===== config.mk =====
export PLATFORM = sky130hd
export DESIGN_NAME = seven_seg_mux
export DESIGN_NICKNAME = d
export VERILOG_FILES = /design/src/rtl/seven_seg_mux.sv
export SDC_FILE = /design/constraint.sdc
export NUM_CORES = 1
export LEC_CHECK = 0
export ABC_CLOCK_PERIOD_IN_PS = 7400
export BUFFER_PORTS_ARGS = -buffer_cell sky130_fd_sc_hd__buf_2
export CORE_ASPECT_RATIO = 1.2
export CORE_MARGIN = 2
export CORE_UTILIZATION = 50
export CTS_CLUSTER_SIZE = 25
export DETAILED_ROUTE_END_ITERATION = 10
export GPL_TIMING_DRIVEN = 0
export PLACE_DENSITY_LB_ADDON = 0.08
export SLEW_MARGIN = 20
export SYNTH_ARGS = -nofsm -noshare
export SYNTH_HDL_FRONTEND = slang
export SYNTH_SLANG_ARGS = --single-unit

===== constraint.sdc =====
create_clock -name CLK100MHZ -period 7.4 [get_ports CLK100MHZ]
set_clock_uncertainty 0.2 [all_clocks]
set_input_delay 0.74 -clock CLK100MHZ [delete_from_list [all_inputs] [get_ports CLK100MHZ]]
set_output_delay 0.74 -clock CLK100MHZ [all_outputs]
set_load 0.1 [all_outputs]

===== src/rtl/seven_seg_mux.sv =====
// seven_seg_mux: multiplexed common-anode hex display driver with double-buffered
// loading, leading-zero blanking and PWM brightness.
module seven_seg_mux #(
  parameter int NUM_DIGITS  = 8,
  parameter int REFRESH_DIV = 100000,
  parameter int BRIGHT_W    = 4
) (
  input  logic                    CLK100MHZ,
  input  logic                    CPU_RESETN,
  input  logic [4*NUM_DIGITS-1:0] value,
  input  logic [NUM_DIGITS-1:0]   dp_in,
  input  logic [NUM_DIGITS-1:0]   digit_en,
  input  logic                    blank_lz,
  input  logic [BRIGHT_W-1:0]     brightness,
  input  logic                    load,
  output logic                    pending,
  output logic [NUM_DIGITS-1:0]   Anode_Activate,
  output logic [6:0]              LED_out,
  output logic                    dp_out,
  output logic                    frame_tick
);
  localparam int PW = $clog2(REFRESH_DIV);
  localparam int IW = NUM_DIGITS > 1 ? $clog2(NUM_DIGITS) : 1;
  localparam logic [PW-1:0] P_LAST = PW'(REFRESH_DIV - 1);
  localparam logic [IW-1:0] I_LAST = IW'(NUM_DIGITS - 1);

  logic [PW-1:0]           presc_q, presc_d;
  logic [IW-1:0]           idx_q, idx_d;
  logic [BRIGHT_W-1:0]     pwm_q, pwm_d;
  logic [4*NUM_DIGITS-1:0] pend_val_q, pend_val_d, disp_val_q, disp_val_d;
  logic [NUM_DIGITS-1:0]   pend_dp_q, pend_dp_d, disp_dp_q, disp_dp_d;
  logic                    pending_q, pending_d;
  logic [NUM_DIGITS-1:0]   anode_q, anode_d;
  logic [6:0]              led_q, led_d;
  logic                    dp_q, dp_d, tick_q, tick_d;
  logic                    slot_end, wrap, blank, lit;
  logic [3:0]              nib;
  logic [NUM_DIGITS-1:0]   zero_from;
  logic                    run;

  function automatic logic [6:0] seg(input logic [3:0] n);
    case (n)
      4'h0: seg = 7'b1000000;
      4'h1: seg = 7'b1111001;
      4'h2: seg = 7'b0100100;
      4'h3: seg = 7'b0110000;
      4'h4: seg = 7'b0011001;
      4'h5: seg = 7'b0010010;
      4'h6: seg = 7'b0000010;
      4'h7: seg = 7'b1111000;
      4'h8: seg = 7'b0000000;
      4'h9: seg = 7'b0010000;
      4'hA: seg = 7'b0001000;
      4'hB: seg = 7'b0000011;
      4'hC: seg = 7'b1000110;
      4'hD: seg = 7'b0100001;
      4'hE: seg = 7'b0000110;
      default: seg = 7'b0001110;
    endcase
  endfunction

  // zero_from[i]: nibbles i..top of the display register are all zero
  always_comb begin
    run = 1'b1;
    zero_from = '0;
    for (int i = NUM_DIGITS - 1; i >= 0; i--) begin
      run = run & (disp_val_q[4*i +: 4] == 4'h0);
      zero_from[i] = run;
    end
  end

  always_comb begin
    slot_end   = presc_q == P_LAST;
    wrap       = slot_end && idx_q == I_LAST;
    presc_d    = slot_end ? '0 : presc_q + 1'b1;
    idx_d      = slot_end ? (wrap ? '0 : idx_q + 1'b1) : idx_q;
    pwm_d      = pwm_q + 1'b1;
    pend_val_d = load ? value : pend_val_q;
    pend_dp_d  = load ? dp_in : pend_dp_q;
    pending_d  = !wrap && (load || pending_q);
    // a load coinciding with the wrap flows straight through to the display
    disp_val_d = wrap ? pend_val_d : disp_val_q;
    disp_dp_d  = wrap ? pend_dp_d : disp_dp_q;
    nib        = disp_val_q[4*idx_q +: 4];
    blank      = !digit_en[idx_q] || (blank_lz && idx_q != '0 && zero_from[idx_q]);
    lit        = (&brightness) || (pwm_q < brightness);
    anode_d    = lit ? ~(NUM_DIGITS'(1) << idx_q) : '1;
    led_d      = blank ? 7'h7F : seg(nib);
    dp_d       = !(digit_en[idx_q] && disp_dp_q[idx_q]);
    tick_d     = wrap;
  end

  always_ff @(posedge CLK100MHZ or negedge CPU_RESETN) begin
    if (!CPU_RESETN) begin
      presc_q    <= '0;
      idx_q      <= '0;
      pwm_q      <= '0;
      pend_val_q <= '0;
      pend_dp_q  <= '0;
      disp_val_q <= '0;
      disp_dp_q  <= '0;
      pending_q  <= 1'b0;
      anode_q    <= '1;
      led_q      <= 7'h7F;
      dp_q       <= 1'b1;
      tick_q     <= 1'b0;
    end else begin
      presc_q    <= presc_d;
      idx_q      <= idx_d;
      pwm_q      <= pwm_d;
      pend_val_q <= pend_val_d;
      pend_dp_q  <= pend_dp_d;
      disp_val_q <= disp_val_d;
      disp_dp_q  <= disp_dp_d;
      pending_q  <= pending_d;
      anode_q    <= anode_d;
      led_q      <= led_d;
      dp_q       <= dp_d;
      tick_q     <= tick_d;
    end
  end

  assign pending        = pending_q;
  assign Anode_Activate = anode_q;
  assign LED_out        = led_q;
  assign dp_out         = dp_q;
  assign frame_tick     = tick_q;
endmodule


==> run summary <==
The run finished with clean final reports. The net count of the finished layout is 561. The slowest stage of the critical path is the mux4_1 cell.

The fill cell total of the finished layout came out at 853. The worst setup path category was flop to flop. Yosys instantiated no cell more often than dfrtp_1.

The number of DRC markers in iteration 0 is 163. In the final routed layout, each cell accounts on average for 17.0 um. Each instance of the synthesized netlist takes up on average 13.9 um^2. The post-detailed-route count of antenna-violating nets was 0.

The first detailed-routing pass took 6 iterations. The kind of cell adding the most delay to the critical path was multiplexers. The worst register-to-register path has a depth of 9. The wire-length estimate of the detail-placed layout is 7.55 mm. The slew at the pin with the worst max-slew slack was 757 ps; the setup slack after placement was 4670 ps.

The kind of start point of the critical path is a flop. The number of design rule violations left after detail routing was 0. The worst hold path belongs to the class primary input to asynchronous set/reset pin.

TritonCTS built the clock tree. Max-cap violations in this run came to 0. The met2 track demand over resource came out at 0.329. Port buffering added 72 buffers. Counting along the longest clock path gives a buffer depth of 2. The repair_antennas step left the layout with diodes totalling 0. The number of hold violations in the final report was 0; the layout overhead on the synthesized area was 22.2%.

Endpoint class of the critical path: a flop. The tools report the headroom to the max-slew limit as 0.492. The run gives 0.0657 as the met3 usage.

The met1 track demand over resource was 0.251; the share of cells above drive strength 1 was 0.451. The remaining global-route overflow was 0. Yosys printed 0 warnings.

After detailed routing, the number of vias per cell comes to 5.51. The buffering stage count on the worst path with inverters included works out to 3. Global routing's busiest layer: met2. The combined flip-flop and latch cell area came out at 3070 um^2.

In this run the worst path has a maximum fanout of 7. The number of nets in the synthesized netlist is 469. In this run the critical register-to-register path is launched from idx_q[0]. The shortest clock period the worst path allows after layout was 2740 ps; the path length in cells of the critical path was 9. The run gives 0 as the max-slew violation total from the final report.

Across all layers, the routed design uses 3473 vias. Traced cell by cell, the critical path runs through buf_6 -> mux4_1 -> mux2i_1 -> inv_1 -> ha_1 -> inv_1 -> nor2_1 -> a211oi_1 -> o21ai_1. For this run, the slowest stage of the critical path takes 580 ps. The area share of the leading cell type in the synthesized netlist is 0.483.

Ranked by total cell area, the synthesized netlist is headed by dfrtp_1, mux2_2, dfstp_2. The run gives 0 as the count of hold-fix buffers inserted at cts. Setup slack on the critical path of the routed design comes to 4660 ps. In this run, post-CTS repair resized a total of 0 instances.

74 I/O pins were placed. Yosys mapped the design onto 45 distinct sky130hd cell types. Initial antenna violation count: 0. The worst-case register-to-register setup slack came out at 4660 ps.

For the total die area, the log shows 11800 um^2. The tree built by TritonCTS fans out to 122 sinks. In the synthesized netlist, the cells that appear most often are dfrtp_1, mux2_2, ha_1, nor2_1, dfstp_2.

In this run the horizontal extent of the chip is 99.7 um. The count of standard-cell rows was 41. After technology mapping, the gate count stands at 396. Capture point of the worst reg-to-reg path: LED_out[3]. The total core area was 10600 um^2; the share of the yosys chip area belonging to registers was 0.559. The biggest area contributor in the post-synthesis netlist is dfrtp_1. The clock input transition at the sequential cells of the worst setup and hold paths was 60 ps. The tools report the total negative slack as 0 ps. At the end of routability-driven placement, the weighted congestion stood at 0.829. The number of synthesized register bits is 122, and the achievable clock frequency is 365 MHz.

The final layout contains routed wiring with a total length of 10.7 mm. STA puts the critical path data arrival time at 2840 ps. Setup violations remaining at the end of the flow were counted as 0. The die span in y is 119 um. Power spread over the standard cell area amounts to 253 nW/um^2. For the total power, the log shows 1.70 mW. The run gives 0.517 as the initial core utilization.

Setup repair after global routing left no endpoint under its margin. At the later pin of the worst-skew pair, clock insertion delay measures 410 ps. The CTS H-tree depth is 4.

For the worst setup path, the data required time is 7500 ps. The fraction of registers with async set/reset came out at 1.00. The wire length of the first global-routing pass is 18.4 mm, and the leakage power figure is 3.14 nW. The largest vdd supply drop came out at 0.158 mV.

The logs give 0.201 for the overall fraction of global-route tracks in use and 5490 um^2 for the combined area of all synthesized cells. The tools report the clock tree root driver cell as clkbuf_16. The area of the multi-input gates is 2250 um^2. The tools report the number of global-route vias before repair as 3734.

Buffers inserted during clock tree synthesis total 17. The post-route fraction of the period consumed by the critical path is 0.371. The cell that appears most often on the critical path is inv_1. Buffers added to address setup during post-CTS repair amount to 0. Entering global routing, the biggest net connects 74 pins. Counting flops with a built-in enable in the synthesized netlist gives 0. The most used flip-flop cell after synthesis is dfrtp_1.
[final cells by class]
type,instances,share of cell area
plain buffers,17,0.0173
well taps,129,0.0240
inverters,15,0.00839
multi-input cells,242,0.335
clock buffers,21,0.0701
flip-flops and latches,122,0.458
repair buffers,73,0.0587
clock inverters,11,0.0285
[worst max path at each step]
stage          startpoint         end  slack [ps]
6_report         idx_q[0]  LED_out[3]        4660
5_1_grt          idx_q[0]  LED_out[3]        4450
4_1_cts          idx_q[0]  LED_out[3]        4650
3_5_place_dp     idx_q[0]  LED_out[6]        4670
3_3_place_gp   CPU_RESETN  presc_q[6]        3960
2_1_floorplan    idx_q[0]  LED_out[6]        4980
[placed cells by master, fill, tap and decap left out, types with 4 or more instances in the layout]
| master | instances |
|---|---|
| buf_6 | 6 |
| o21ai_0 | 12 |
| xnor2_1 | 9 |
| ha_1 | 17 |
| clkbuf_16 | 17 |
| nand2_1 | 14 |
| nor2_1 | 17 |
| nand4_1 | 4 |
| inv_1 | 15 |
| a21oi_1 | 4 |
| mux2i_1 | 4 |
| dfrtp_1 | 106 |
| dfstp_2 | 16 |
| o211ai_1 | 11 |
| nor4_1 | 6 |
| mux4_2 | 10 |
| bufinv_16 | 5 |
| clkbuf_1 | 4 |
| xor2_1 | 6 |
| buf_2 | 74 |
| nand3_1 | 10 |
| mux2_2 | 80 |
[metal layers]
layer,part of all wire,vias to the layer above
li1,-,1608
met1,0.42,1753
met2,0.51,101
met3,0.055,11
met4,0.010,0
met5,0,-
[report_power, final]
part	switching, mW	leakage (nW)	internal (mW)
Clock	0.290	0.315	0.623
Combinational	0.0508	1.29	0.0362
Sequential	0.00530	1.53	0.693
Total	0.346	3.14	1.35
[logic make-up after synthesis]
group | synth area share
buffers and inverters | 0.0314
AOI/OAI and AO/OA | 0.0465
DFF | 0.559
muxes | 0.232
adders and majority gates | 0.0387
xor gates and xnor gates | 0.0239
and+or+nand+nor | 0.0681
[state kept, by name, summed over array words and instances, names as in the netlist]
name            count
disp_dp_q           8
disp_val_q         32
pend_dp_q           8
LED_out             7
pending             1
dp_out              1
Anode_Activate      8
pwm_q               4
pend_val_q         32
presc_q            17
frame_tick          1
idx_q               3
[metrics by stage]
step                area, um^2  hold WS, ps  instances   util
global placement          6020          255        597  0.567
floorplan                 5490          234        396      -
global route              6710         85.6        630  0.632
finish                    6710         55.3        630  0.632
CTS                       6710         60.5        630  0.632
detailed placement        6050          267        598  0.570
No activity file was read; power rests on OpenSTA's default activity.
